## src/rtl/fifo_rd_packer.sv

```systemverilog
// Packs WORDS consecutive FIFO read entries into one wide valid/ready word.
// Optional idle auto-flush: define FIFO_RD_PACKER_TIMEOUT_EN.
module fifo_rd_packer #(
    parameter int DSIZE   = 8,
    parameter int WORDS   = 4,
    parameter int TIMEOUT = 16
) (
    input  logic                   rclk,
    input  logic                   rrst_n,
    input  logic                   rempty,
    input  logic [DSIZE-1:0]       rdata,
    output logic                   rinc,
    input  logic                   flush,
    output logic [DSIZE*WORDS-1:0] out_data,
    output logic [WORDS-1:0]       out_keep,
    output logic                   out_valid,
    input  logic                   out_ready
);
    localparam int OSIZE = DSIZE * WORDS;
    localparam int CW = $clog2(WORDS);
    localparam logic [CW-1:0] LAST = CW'(WORDS - 1);

    typedef enum logic {FILL, HOLD} state_t;

    state_t           state, state_n;
    logic [CW-1:0]    cnt, cnt_n;
    logic [OSIZE-1:0] data_q, data_n;
    logic [WORDS-1:0] keep_q, keep_n;
    logic             timeout_hit;
    logic             flush_cond;
    logic             pop;

`ifdef FIFO_RD_PACKER_TIMEOUT_EN
    localparam int TW = $clog2(TIMEOUT + 1);

    logic [TW-1:0] idle, idle_n;

    assign timeout_hit = (idle == TW'(TIMEOUT));

    // Counts only while a partial word waits on an empty FIFO.
    always_comb begin
        idle_n = '0;
        if (state == FILL && cnt != '0 && rempty && !flush_cond)
            idle_n = idle + 1'b1;
    end

    always_ff @(posedge rclk or negedge rrst_n) begin
        if (!rrst_n) idle <= '0;
        else         idle <= idle_n;
    end
`else
    logic unused_timeout;

    assign timeout_hit    = 1'b0;
    assign unused_timeout = ^TIMEOUT;
`endif

    assign flush_cond = (state == FILL) && (cnt != '0)
                      && (flush || timeout_hit);
    assign pop        = (state == FILL) && !rempty && !flush_cond;
    // Reset gates only the pin so rrst_n stays out of the flop data paths.
    assign rinc       = pop && rrst_n;

    always_comb begin
        state_n = state;
        cnt_n   = cnt;
        data_n  = data_q;
        keep_n  = keep_q;
        unique case (state)
            FILL: begin
                if (flush_cond) begin
                    state_n = HOLD;
                    cnt_n   = '0;
                end else if (pop) begin
                    data_n[cnt*DSIZE +: DSIZE] = rdata;
                    keep_n[cnt]                = 1'b1;
                    if (cnt == LAST) begin
                        state_n = HOLD;
                        cnt_n   = '0;
                    end else begin
                        cnt_n = cnt + 1'b1;
                    end
                end
            end
            HOLD: begin
                if (out_ready) begin
                    state_n = FILL;
                    data_n  = '0;
                    keep_n  = '0;
                end
            end
        endcase
    end

    always_ff @(posedge rclk or negedge rrst_n) begin
        if (!rrst_n) begin
            state  <= FILL;
            cnt    <= '0;
            data_q <= '0;
            keep_q <= '0;
        end else begin
            state  <= state_n;
            cnt    <= cnt_n;
            data_q <= data_n;
            keep_q <= keep_n;
        end
    end

    assign out_valid = (state == HOLD);
    assign out_data  = data_q;
    assign out_keep  = keep_q;
endmodule

```

## config.mk

```make
export PLATFORM = sky130hd
export DESIGN_NAME = fifo_rd_packer
export DESIGN_NICKNAME = d
export VERILOG_FILES = /design/src/rtl/fifo_rd_packer.sv
export SDC_FILE = /design/constraint.sdc
export NUM_CORES = 1
export LEC_CHECK = 0
export CAP_MARGIN = 5
export CELL_PAD_IN_SITES_DETAIL_PLACEMENT = 1
export CELL_PAD_IN_SITES_GLOBAL_PLACEMENT = 1
export CORE_MARGIN = 1
export CORE_UTILIZATION = 42
export CTS_BUF_LIST = sky130_fd_sc_hd__clkbuf_8
export DETAILED_ROUTE_END_ITERATION = 10
export PLACE_DENSITY_LB_ADDON = 0.15
export REMOVE_ABC_BUFFERS = 1
export SYNTH_ARGS = -nofsm -noshare
export SYNTH_HDL_FRONTEND = slang
export SYNTH_SLANG_ARGS = --single-unit
```

## constraint.sdc

```tcl
create_clock -name rclk -period 3.5 [get_ports rclk]
set_input_delay 1.05 -clock rclk [delete_from_list [all_inputs] [get_ports rclk]]
set_output_delay 1.05 -clock rclk [all_outputs]
set_load 0.1 [all_outputs]
```

==> impl_metrics.yaml, run 1 <==
worst_setup_path:
  worst-r2r-cell-count: 6
  critical_path.top_delay_family: "simple AND/OR/NAND/NOR gates"
  crit_path_end_kind: "primary output"
  crit_path_start: "cnt[0]"
  arrival_ns: 2.12
  timing.rr.start: "cnt[0]"
  crit_end: "rinc"
  worstReg2RegEnd: "out_data[27]"
  worstPathBufferInverterCount: 2
  cp_num_cells: 5
  cp_data_required_time_ns: 2.45
  path_type_of_the_worst_setup_path: "reg -> out"
  critical_path.slowest_cell: "sky130_fd_sc_hd__dfrtp_1"
  critical_path_cell_by_cell: "inv_2 > ha_1 > nand2b_1 > and3_1 > buf_12"
  element_type_at_the_critical_path_start: "flip-flop"
  path_max_fanout: 14
  reg2reg_slack_ns: 1.14
  slowest_delay_ns: 0.49
logic_synthesis:
  edff_count_synth: 0
  yosysSeqAreaShare_pct: 49.6
  synthMostInstantiatedCell: "sky130_fd_sc_hd__nand2_1"
  synth_unique_cells: 31
  synth-async-reset-ratio_pct: 100
  synth_area_leaders: "sky130_fd_sc_hd__dfrtp_1 (50%), sky130_fd_sc_hd__mux2i_1 (8.1%), sky130_fd_sc_hd__nand2_1 (7.8%)"
  area_leader_netlist: "sky130_fd_sc_hd__dfrtp_1"
  ys.flop_type: "sky130_fd_sc_hd__dfrtp_1"
  cell_count_after_synthesis: 184
  synth.cell_area_um2: 1970
  postSynthRegisterBits: 39
  synth_area_per_cell_um2: 10.7
  synth_top_area_share_pct: 49.6
  yosysWarnings: 0
  synth.top_cells.by_count: "sky130_fd_sc_hd__nand2_1 (41), sky130_fd_sc_hd__dfrtp_1 (39), sky130_fd_sc_hd__mux2i_1 (16)"
floorplanning:
  die_y_um: 70.5
  std_cell_core_area_um2: 4410
  die_x_um: 70.5
  initial_core_util_pct: 44.6
  std_cell_rows: 24
  io-pin-count: 51
  die_area_um2: 4960
power_and_ir_drop:
  power.switching_fraction_pct: 51.8
  power.share.combinational_pct: 53.1
  power.clock.fraction_pct: 16.3
  p_seq_share_pct: 30.6
  static-leakage-power_uw: 0.00125
  cell_internal_pwr_uw: 915
  net-switching-power_uw: 984
  power.density_nw_per_um2: 757
  max-vdd-ir-drop_v: 0.000629
global_route:
  grt_start_max_net_pins: 40
  antenna_found_initial: 0
  vias_in_the_first_global_route: 1680
  global_routing_usage_summed_across_all_routing_layers_pct: 23.4
  grt.overflow.total: 0
  grt_first_pass_wirelength_um: 8850
clock_tree:
  numClockSinks: 39
  clock_tree.root_cell: "sky130_fd_sc_hd__clkbuf_8"
  post_cts.repair.setup_buffers: 0
  cts.path.max_buffers: 2
  tritoncts.num_buffers: 5
  post_cts_hold_buffer_count: 0
  clock_tree.htree_level_count: 2
  worst_setup_hold_path_clk_slew_ns: 0.07
  cts_repair_resize_count: 0
  clkLatencyLatePin_ns: 0.30
  tritoncts_clock_tree: "built"
routing:
  route.antenna.remaining_nets: 0
  route.vias.total: 1571
  drc_errors: 0
  drt_first_pass_iters: 4
  drt-total-wl_um: 5250
  drt_iter0_drc: 59
  wire_per_inst_um: 18.4
  detail_route.vias_per_cell: 5.51
timing:
  number_of_hold_violations_in_the_final_report: 0
  min_period_over_period_pct: 90.6
  fmaxAchievable_mhz: 315
  finalWorstPathRequiredPeriod_ns: 3.17
  rsz0062_at_grt: "false"
  tightestPinTransition_ns: 0.979
  maxSlewHeadroom_pct: 34.6
  setup_ws_ns: 0.330
  setup_total_negative_slack_ns: 0
  finalSetupViolCount: 0
  finClkSkew_ns: 0.00473
  final_slew_viol_count: 0
placement:
  finalWeightedCongestion: 0.785
  hpwl_um: 3740
  port_buffers: 50
  dpl_worst_slack_ns: 0.370
flow_run:
  drv_cap: 0
final_layout:
  sequential_cell_area_in_the_final_layout_um2: 976
  antennaDiodeCount: 0
  fraction_of_layout_instances_using_a_drive_strength_above_1_pct: 26.6
  finish.net_count: 252
  syn_to_final_growth_pct: 27.5
  multi_input_area_um2: 896
  final_util_pct: 56.8
  number_of_fill_cells_in_the_layout: 476
hold_path:
  worstHoldPathType: "reg -> reg"
  worstHoldPathCells: 1
run_status:
  outcome: "completed"
[cells by family (layout without fill, tap and decap cells)]
family	after synthesis	in the layout	share of synthesized area, %
compound gates	26	26	13.8
fa+ha+maj	6	6	3.81
buf+inv	23	72	4.89
flops	39	39	49.6
mux	24	24	12.7
simple gates	66	66	15.2
[sequential cells by signal, indices dropped and copies added, names as in the netlist]
register and flops:
out_keep 4, out_data 32, cnt 2, out_valid 1
[metrics by stage]
step / hold slack (ns) / cell area [um2] / total power (uW) / instances
after floorplan: 0.540 / 1910 / 1340 / 172
after global placement: 0.476 / 2420 / 1580 / 278
after detailed placement: 0.481 / 2420 / 1600 / 278
after CTS: 0.498 / 2510 / 1910 / 285
after global routing: 0.517 / 2510 / 1990 / 285
final: 0.493 / 2510 / 1900 / 285
[routing by layer]
layer	GRT usage (%)	vias to the layer above	wire, um
li1	-	735	-
met1	30.4	795	2350
met2	38.7	35	2640
met3	5.19	6	190
met4	7.33	0	75
met5	0	-	0
[power by group through the flow]
stage / logic, uW / registers, uW / clock network (uW)
after floorplan: 335 / 1000 / 0
after global placement: 992 / 583 / 0
after detailed placement: 1010 / 591 / 0
after CTS: 1010 / 582 / 317
after global routing: 1070 / 591 / 335
final: 1010 / 581 / 310
[how the worst min path moves through the flow]
stage / to / slack (ns) / startpoint
3_5_place_dp: out_keep[1] / 0.48 / out_keep[1]
5_1_grt: out_keep[2] / 0.52 / out_keep[2]
2_1_floorplan: cnt[1] / 0.54 / cnt[1]
3_3_place_gp: out_keep[2] / 0.48 / out_keep[2]
6_report: out_keep[1] / 0.49 / out_keep[1]
4_1_cts: out_keep[1] / 0.50 / out_keep[1]
[worst register-to-register path: stages, from the launching register on]
cell	delay, ns
sky130_fd_sc_hd__dfrtp_1	0.49
sky130_fd_sc_hd__inv_2	0.13
sky130_fd_sc_hd__ha_1	0.47
sky130_fd_sc_hd__nor2b_1	0.09
sky130_fd_sc_hd__buf_4	0.19
sky130_fd_sc_hd__or3_1	0.55
sky130_fd_sc_hd__o41ai_2	0.31
[final cells by class]
| type | count | area share (%) |
|---|---|---|
| clock buffer | 6 | 3.29 |
| clock inverter | 1 | 0.200 |
| inverter | 11 | 1.65 |
| multi-input combinational | 122 | 35.7 |
| sequential | 39 | 38.9 |
| tap | 52 | 2.59 |
| timing repair buffer | 54 | 17.7 |
[layout by cell type, fill, tap and decap left out]
cell type / instances
sky130_fd_sc_hd__clkdlybuf4s50_1: 11
sky130_fd_sc_hd__dfrtp_1: 39
sky130_fd_sc_hd__buf_12: 1
sky130_fd_sc_hd__buf_2: 1
sky130_fd_sc_hd__inv_1: 10
sky130_fd_sc_hd__nor3_1: 1
sky130_fd_sc_hd__and2_1: 1
sky130_fd_sc_hd__o21a_1: 2
sky130_fd_sc_hd__mux2i_1: 16
sky130_fd_sc_hd__nor3b_2: 1
sky130_fd_sc_hd__inv_2: 1
sky130_fd_sc_hd__a31oi_1: 2
sky130_fd_sc_hd__o311ai_1: 2
sky130_fd_sc_hd__buf_4: 41
sky130_fd_sc_hd__o41ai_2: 8
sky130_fd_sc_hd__a22o_1: 2
sky130_fd_sc_hd__nor2_1: 12
sky130_fd_sc_hd__nand2b_4: 1
sky130_fd_sc_hd__nand2b_1: 1
sky130_fd_sc_hd__and3_1: 3
sky130_fd_sc_hd__a21oi_2: 1
sky130_fd_sc_hd__and3b_1: 1
sky130_fd_sc_hd__nand2_1: 41
sky130_fd_sc_hd__mux2_1: 8
sky130_fd_sc_hd__a21oi_1: 2
sky130_fd_sc_hd__ha_1: 6
sky130_fd_sc_hd__clkinv_2: 1
sky130_fd_sc_hd__or3_1: 2
sky130_fd_sc_hd__nor2b_1: 1
sky130_fd_sc_hd__clkbuf_8: 6
sky130_fd_sc_hd__a21o_1: 1
sky130_fd_sc_hd__o311ai_0: 6
sky130_fd_sc_hd__or4b_1: 1
Note: power is estimated with default switching activity, not from simulation.
==> inputs of run 2 (changes only) <==
ABC_CLOCK_PERIOD_IN_PS = 3500   (was default)
SLEW_MARGIN = 30   (was default)
==> results of run 2 <==
Same layout as run 1: the final DEF is identical, and so are final timing and power.
==> inputs of run 3 (changes only) <==
CORE_UTILIZATION = 54   (was 42)
DONT_BUFFER_PORTS = 1   (was default)
==> impl_metrics.yaml, run 3 (synthesis results as in run 1) <==
floorplanning:
  die_area_um2: 3890
  io-pin-count: 51
  die_x_um: 62.4
  die_y_um: 62.4
  initial_core_util_pct: 57.6
  std_cell_rows: 21
  std_cell_core_area_um2: 3420
timing:
  setup_total_negative_slack_ns: 0
  rsz0062_at_grt: "false"
  min_period_over_period_pct: 92.9
  final_slew_viol_count: 0
  fmaxAchievable_mhz: 308
  maxSlewHeadroom_pct: 36.6
  finClkSkew_ns: 0.00425
  tightestPinTransition_ns: 0.951
  finalSetupViolCount: 0
  setup_ws_ns: 0.249
  finalWorstPathRequiredPeriod_ns: 3.25
  number_of_hold_violations_in_the_final_report: 0
worst_setup_path:
  path_max_fanout: 14
  arrival_ns: 2.20
  element_type_at_the_critical_path_start: "flip-flop"
  path_type_of_the_worst_setup_path: "reg -> out"
  worstPathBufferInverterCount: 2
  timing.rr.start: "cnt[0]"
  slowest_delay_ns: 0.49
  cp_data_required_time_ns: 2.45
  crit_path_end_kind: "primary output"
  critical_path.slowest_cell: "sky130_fd_sc_hd__dfrtp_1"
  critical_path_cell_by_cell: "inv_2 > ha_1 > nand2b_1 > and3_1 > buf_4"
  critical_path.top_delay_family: "simple AND/OR/NAND/NOR gates"
  crit_path_start: "cnt[0]"
clock_tree:
  worst_setup_hold_path_clk_slew_ns: 0.08
  tritoncts_clock_tree: "built"
  post_cts.repair.setup_buffers: 0
  clkLatencyLatePin_ns: 0.30
  clock_tree.htree_level_count: 2
  tritoncts.num_buffers: 5
  cts_repair_resize_count: 0
  cts.path.max_buffers: 2
  numClockSinks: 39
  clock_tree.root_cell: "sky130_fd_sc_hd__clkbuf_8"
  post_cts_hold_buffer_count: 0
global_route:
  grt_first_pass_wirelength_um: 8050
  grt_start_max_net_pins: 41
  antenna_found_initial: 0
  vias_in_the_first_global_route: 1510
  grt.overflow.total: 0
  global_routing_usage_summed_across_all_routing_layers_pct: 26.7
final_layout:
  layout.cells.most_common_list: "sky130_fd_sc_hd__nand2_1 (41), sky130_fd_sc_hd__dfrtp_1 (39), sky130_fd_sc_hd__mux2i_1 (16)"
  final_common_cell: "sky130_fd_sc_hd__nand2_1"
  largest_register_ffs: 32
  final_util_pct: 62.0
  instances_no_fill: 228
  antennaDiodeCount: 0
  finalInstanceArea_um2: 2120
  syn_to_final_growth_pct: 7.63
  fraction_of_layout_instances_using_a_drive_strength_above_1_pct: 11.5
  finish.net_count: 200
placement:
  hpwl_um: 3280
  dpl_cell_area_um2: 1990
  port_buffers: 0
  dpl_worst_slack_ns: 0.592
  finalWeightedCongestion: 0.871
  place.detailed.instances: 220
routing:
  drt_first_pass_iters: 6
  drc_errors: 0
  drt_iter0_drc: 60
  route.vias.total: 1384
  wire_per_inst_um: 20.3
  drt-total-wl_um: 4630
  detail_route.vias_per_cell: 6.07
  route.antenna.remaining_nets: 0
power_and_ir_drop:
  power.density_nw_per_um2: 898
  static-leakage-power_uw: 0.00100
  max-vdd-ir-drop_v: 0.000687
flow_run:
  drv_cap: 0
hold_path:
  worstHoldPathType: "in -> async"
run_status:
  outcome: "completed"
==> run 3: metal layers <==
metal / vias up / GRT usage (%) / share of wire (%)
met5: - / 0 / 0
met2: 52 / 45.7 / 50
met4: 0 / 6.69 / 0.80
met3: 5 / 6.39 / 6.4
met1: 705 / 34.1 / 43
li1: 622 / - / -
==> run 3: layout make-up <==
type | instances | area, um2
clock buffer | 5 | 68.8
inverter | 11 | 41.3
sequential | 39 | 976
clock inverter | 3 | 63.8
tap | 46 | 57.6
timing repair buffer | 2 | 15.0
fill | 363 | 1300
multi-input combinational | 122 | 896
==> run 3: stage by stage <==
step | total power, uW | hold WS, ns
CTS | 1910 | 0.433
global route | 1980 | 0.428
global placement | 1430 | 0.559
finish | 1900 | 0.435
floorplan | 1340 | 0.540
detailed placement | 1460 | 0.608
==> run 3: where the power goes <==
group	internal [uW]	switching, uW
logic	154	345
clock network	282	165
registers	508	449
==> run 3: final timing paths <==
| path | cells after the start | slack [ns] | endpoint |
|---|---|---|---|
| hold / removal | 0 | 0.44 | out_keep[2] |
| setup reg to reg | 5 | 1.12 | out_data[26] |
| min in group rclk | 1 | 0.63 | cnt[1] |
| max in group asynchronous | 0 | 2.98 | out_data[31] |
| setup / recovery | 5 | 0.25 | rinc |
| hold reg to reg | 1 | 0.63 | cnt[1] |
